--- config.mk ---
export PLATFORM = sky130hd
export DESIGN_NAME = sleep_cycle_controller
export DESIGN_NICKNAME = d
export VERILOG_FILES = /design/src/rtl/sleep_cycle_controller.sv
export SDC_FILE = /design/constraint.sdc
export NUM_CORES = 1
export LEC_CHECK = 0
export CORE_AREA = 2 2 61 63
export CTS_BUF_LIST = sky130_fd_sc_hd__clkbuf_4
export CTS_CLUSTER_SIZE = 14
export DETAILED_ROUTE_END_ITERATION = 8
export DIE_AREA = 0 0 63 65
export PLACE_DENSITY = 0.79
export SYNTH_ARGS = -nofsm -noshare
export SYNTH_HDL_FRONTEND = slang
export SYNTH_SLANG_ARGS = --single-unit
--- constraint.sdc ---
create_clock -name clk -period 2 [get_ports clk]
set_input_delay 0.4 -clock clk [delete_from_list [all_inputs] [get_ports clk]]
set_output_delay 0.4 -clock clk [all_outputs]
set_load 0.05 [all_outputs]
--- src/rtl/sleep_cycle_controller.sv ---
// Wake/sleep sequencer for the 8-bit vital energy resource: a tick-paced
// 4-state FSM that issues one-cycle inc/dec/fast/setval commands.
module sleep_cycle_controller #(
  parameter int unsigned DROWSY_THR      = 96,
  parameter int unsigned WAKE_THR        = 224,
  parameter int unsigned DROWSY_TICKS    = 16,
  parameter int unsigned MIN_SLEEP_TICKS = 8,
  parameter int unsigned WAKE_TICKS      = 4,
  parameter int unsigned SET_FLOOR       = 64
) (
  input  logic       clk,
  input  logic       rst_n,
  input  logic       tick,
  input  logic [7:0] vital_energy,
  input  logic       vital_energy_zero,
  input  logic       wake_stimulus,
  output logic       inc,
  output logic       dec,
  output logic       fast,
  output logic       setval,
  output logic       sleeping,
  output logic       drowsy,
  output logic [1:0] state
);

  typedef enum logic [1:0] {
    AWAKE  = 2'd0,
    DROWSY = 2'd1,
    ASLEEP = 2'd2,
    WAKING = 2'd3
  } state_t;

  localparam logic [7:0] DROWSY_THR_B  = 8'(DROWSY_THR);
  localparam logic [7:0] WAKE_THR_B    = 8'(WAKE_THR);
  localparam logic [7:0] DROWSY_LAST   = 8'(DROWSY_TICKS - 1);
  localparam logic [7:0] MIN_SLEEP_B   = 8'(MIN_SLEEP_TICKS);
  localparam logic [7:0] WAKE_LAST     = 8'(WAKE_TICKS - 1);
  localparam logic [7:0] SET_FLOOR_B   = 8'(SET_FLOOR);

  state_t     state_q, state_d;
  logic [7:0] drowsy_cnt_q, drowsy_cnt_d;
  logic [7:0] sleep_cnt_q, sleep_cnt_d;
  logic [7:0] wake_cnt_q, wake_cnt_d;
  logic       inc_d, dec_d, fast_d, setval_d;

  // NOTE: every always_comb output gets a default first, so no path can
  // leave a variable unassigned and infer a latch.
  always_comb begin
    state_d      = state_q;
    drowsy_cnt_d = drowsy_cnt_q;
    sleep_cnt_d  = sleep_cnt_q;
    wake_cnt_d   = wake_cnt_q;
    inc_d        = 1'b0;
    dec_d        = 1'b0;
    fast_d       = 1'b0;
    setval_d     = 1'b0;

    if (tick) begin
      unique case (state_q)
        AWAKE: begin
          dec_d = 1'b1;
          if (vital_energy < DROWSY_THR_B) begin
            state_d      = DROWSY;
            drowsy_cnt_d = 8'd0;
          end
        end
        DROWSY: begin
          dec_d = 1'b1;
          if (vital_energy_zero) begin
            state_d     = ASLEEP;
            sleep_cnt_d = 8'd0;
          end else if (wake_stimulus) begin
            drowsy_cnt_d = 8'd0;
          end else if (drowsy_cnt_q == DROWSY_LAST) begin
            state_d     = ASLEEP;
            sleep_cnt_d = 8'd0;
          end else begin
            drowsy_cnt_d = drowsy_cnt_q + 8'd1;
          end
        end
        ASLEEP: begin
          if (sleep_cnt_q != 8'hFF) sleep_cnt_d = sleep_cnt_q + 8'd1;
          // Forced wake compares the count before this tick's increment.
          if (wake_stimulus && (sleep_cnt_q >= MIN_SLEEP_B)) begin
            state_d    = WAKING;
            wake_cnt_d = 8'd0;
            if (vital_energy < SET_FLOOR_B) setval_d = 1'b1;
            else                            inc_d    = 1'b1;
          end else begin
            inc_d  = 1'b1;
            fast_d = 1'b1;
            if (vital_energy >= WAKE_THR_B) begin
              state_d    = WAKING;
              wake_cnt_d = 8'd0;
            end
          end
        end
        WAKING: begin
          inc_d = 1'b1;
          if (wake_cnt_q == WAKE_LAST) state_d    = AWAKE;
          else                         wake_cnt_d = wake_cnt_q + 8'd1;
        end
        default: state_d = AWAKE;
      endcase
    end
  end

  // NOTE: sequential state uses non-blocking assignments so every register
  // samples pre-edge values regardless of statement order.
  always_ff @(posedge clk or negedge rst_n) begin
    if (!rst_n) begin
      state_q      <= AWAKE;
      drowsy_cnt_q <= 8'd0;
      sleep_cnt_q  <= 8'd0;
      wake_cnt_q   <= 8'd0;
      inc          <= 1'b0;
      dec          <= 1'b0;
      fast         <= 1'b0;
      setval       <= 1'b0;
      sleeping     <= 1'b0;
      drowsy       <= 1'b0;
    end else begin
      state_q      <= state_d;
      drowsy_cnt_q <= drowsy_cnt_d;
      sleep_cnt_q  <= sleep_cnt_d;
      wake_cnt_q   <= wake_cnt_d;
      inc          <= inc_d;
      dec          <= dec_d;
      fast         <= fast_d;
      setval       <= setval_d;
      sleeping     <= (state_d == ASLEEP);
      drowsy       <= (state_d == DROWSY);
    end
  end

  assign state = state_q;

endmodule

==> qor.txt <==
dpl hpwl - 2520 um
CTS Sinks - 32
mux cell area share after synthesis - 0%
minimum clock period - 1.89 ns
initial antenna violation count - 0
VDD IR-drop max - 0.790 mV
worst hold-check path type - input pin to async pin
layout cells sized above 1 - 12.1%
utilization after layout - 59.8%
Setup crit end kind - output port
syn avg cell area - 9.08 um2
pwr dens - 1100 nW/um2
Rel. slew slack - 66.5%
post-synth cell types - 47
Post-Route WL - 3620 um
status - completed
Max Transition Viols Final - 0
CTS tree - done
wire length per cell - 13.3 um
FF+latch count, synth - 32
PostCTS Resize Cnt - 0
# placed instances - 265
slowest stage cell, crit path - clkdlybuf4s50_1
sequential area share after synthesis - 44.1%
GPL Wtd Cong - 0.838
cts-stage hold buffer count - 0
DRC viols - 0
Setup crit start - dec
Final Non-Filler Cells - 272
Synth async-reset ratio - 100%
RSZ-0062 raised after global routing - false
number of post-CTS setup repair buffers - 0
CP Depth - 1
simple-gate share of the synthesized area - 23.8%
yosys warns - 0
CTS clk-pin slew, worst paths - 0.10 ns
CP Cell Sequence - clkdlybuf4s50_1
Via-to-Cell Ratio - 5.73
Die H - 65 um
GRT Overall Usage - 19.5%
critical path data required time - 1.60 ns
Final Hold Fails - 0
drt first pass iters - 4
Critical Path AT - 1.49 ns
initial drt markers - 142
largest stage delay on the critical path - 0.80 ns
Port Buf Inserts - 15
R2R depth - 6
fillcell total - 301
Compound-Gate Fraction of Synth Area - 24.5%
first-pass GRT wire length - 6220 um
cell count after synthesis - 200
Synth Cell Area - 1820 um2
CTS max path bufs - 2
# rows - 22
critical path launch point type - flop
Initial Util - 51.9%
setup TNS - 0 ns
final instance area - 2090 um2
Layout Nets - 241
XOR/XNOR share of the synthesized area - 0%
Tightest Pin Transition - 0.501 ns
Max Clock Skew - 0.00766 ns
# diodes - 0
Tcrit/Tclk final - 94.3%
Layout area overhead - 15.2%
total die area - 4100 um2
vias post-DR - 1558
Core Region - 3500 um2
Worst-Skew Late Latency - 0.33 ns
Routed Antenna Nets - 0
number of synthesized flops with an enable pin - 0
Setup CP Type - flop to output port
Die X - 63 um
Top delay family on crit path - buffers and inverters
Synth Area in Adders - 2.76%
vias in the first global route - 1390
I/O Pins - 21
Crit Reg-Reg Startpoint - wake_cnt_q[0]
max-cap violation count - 0
syn nets - 217
Final setup viols - 0
P_leak - 0.928 nW
combinational family with the most area after synthesis - compound AO/OA/AOI/OAI gates
GRT overflow - 0
main flop type after synthesis - dfrtp_1
Num CTS Buffers - 5
CP Buf/Inv Count - 1
Max FO, Critical Path - 1
H-tree level count - 2
Post-DP Area - 2040 um2
CTS root buf - clkbuf_4
f_max - 530 MHz
maximum number of pins on one net before global-route repair - 33
-- flip-flops by register name, summed over array words and instances (netlist names) --
name and cells:
dec 1, wake_cnt_q 8, sleeping 1, fast 1
inc 1, drowsy_cnt_q 8, setval 1, drowsy 1
state 2, sleep_cnt_q 8
-- stage by stage --
step / power, W / hold WS (ns) / setup WS, ns
floorplan: 0.00169 / 0.104 / 0.179
global placement: 0.00196 / 0.483 / 0.0697
detailed placement: 0.00197 / 0.488 / 0.0682
CTS: 0.00231 / 0.474 / 0.101
global route: 0.00248 / 0.489 / 0.0171
finish: 0.00230 / 0.459 / 0.115
-- synth_stat cells (2+ instances only) --
library cell | instances | area share (%)
nor2_1 | 12 | 2.5
inv_1 | 12 | 2.5
o21ai_1 | 2 | 0.55
dfrtp_1 | 32 | 44
and3_2 | 2 | 0.83
a21boi_0 | 4 | 1.7
nor2b_1 | 4 | 1.4
nor3b_1 | 4 | 1.7
o21ai_0 | 19 | 5.2
nor3_1 | 4 | 1.1
o31ai_1 | 10 | 4.1
o211ai_1 | 2 | 0.83
o22ai_1 | 2 | 0.69
buf_2 | 2 | 0.55
nand2b_1 | 4 | 1.4
a31oi_1 | 11 | 3.8
nand2_1 | 16 | 3.3
nor4_1 | 2 | 0.69
nand3_1 | 13 | 3.6
a41oi_1 | 2 | 0.97
a21oi_1 | 4 | 1.1
and2b_1 | 2 | 0.83
a21o_1 | 2 | 0.83
ha_1 | 4 | 2.8
and3_1 | 7 | 2.4
-- logic make-up after synthesis --
kind of cell | after synthesis
adders and majority gates | 4
DFF | 32
AOI/OAI and AO/OA | 66
and+or+nand+nor | 79
buffers and inverters | 19
-- power breakdown --
group	internal, W	switching, W
sequential	0.000788	0.000169
combinational	0.000396	0.000617
clock	0.000122	0.000210
total	0.00131	0.000995
-- metal layers --
metal	vias to the layer above	track usage [%]	share of wire, %
met1	725	26.6	48
li1	790	-	-
met2	34	29.5	45
met4	0	9.44	2.5
met3	9	3.99	4.1
met5	-	0	0
-- final cells by class --
cell class / instances / area, um2 / area share, %
well taps: 48 / 60.1 / 2.87
clock inverters: 2 / 7.51 / 0.359
repair buffers: 23 / 205 / 9.81
multi-input cells: 149 / 931 / 44.5
inverters: 13 / 48.8 / 2.33
flip-flops and latches: 32 / 801 / 38.3
clock buffers: 5 / 37.5 / 1.80
-- layout by cell type (no fill, tap or decap), drive strengths merged, types with 10 or more instances in the layout --
cell type      instances
a31oi                 11
buf                   10
clkdlybuf4s50         13
dfrtp                 32
inv                   13
nand2                 16
nand3                 14
nor2                  12
o21ai                 22
o31ai                 10
-- path summary, 6_finish.rpt --
path | slack, ns | endpoint
min reg2reg | 0.50 | drowsy_cnt_q[3]
max reg2reg | 0.15 | wake_cnt_q[5]
min in group clk | 0.50 | drowsy_cnt_q[3]
min | 0.46 | sleep_cnt_q[1]
max | 0.11 | dec
max in group asynchronous | 1.24 | wake_cnt_q[2]
(Power assumes the default switching activity.)
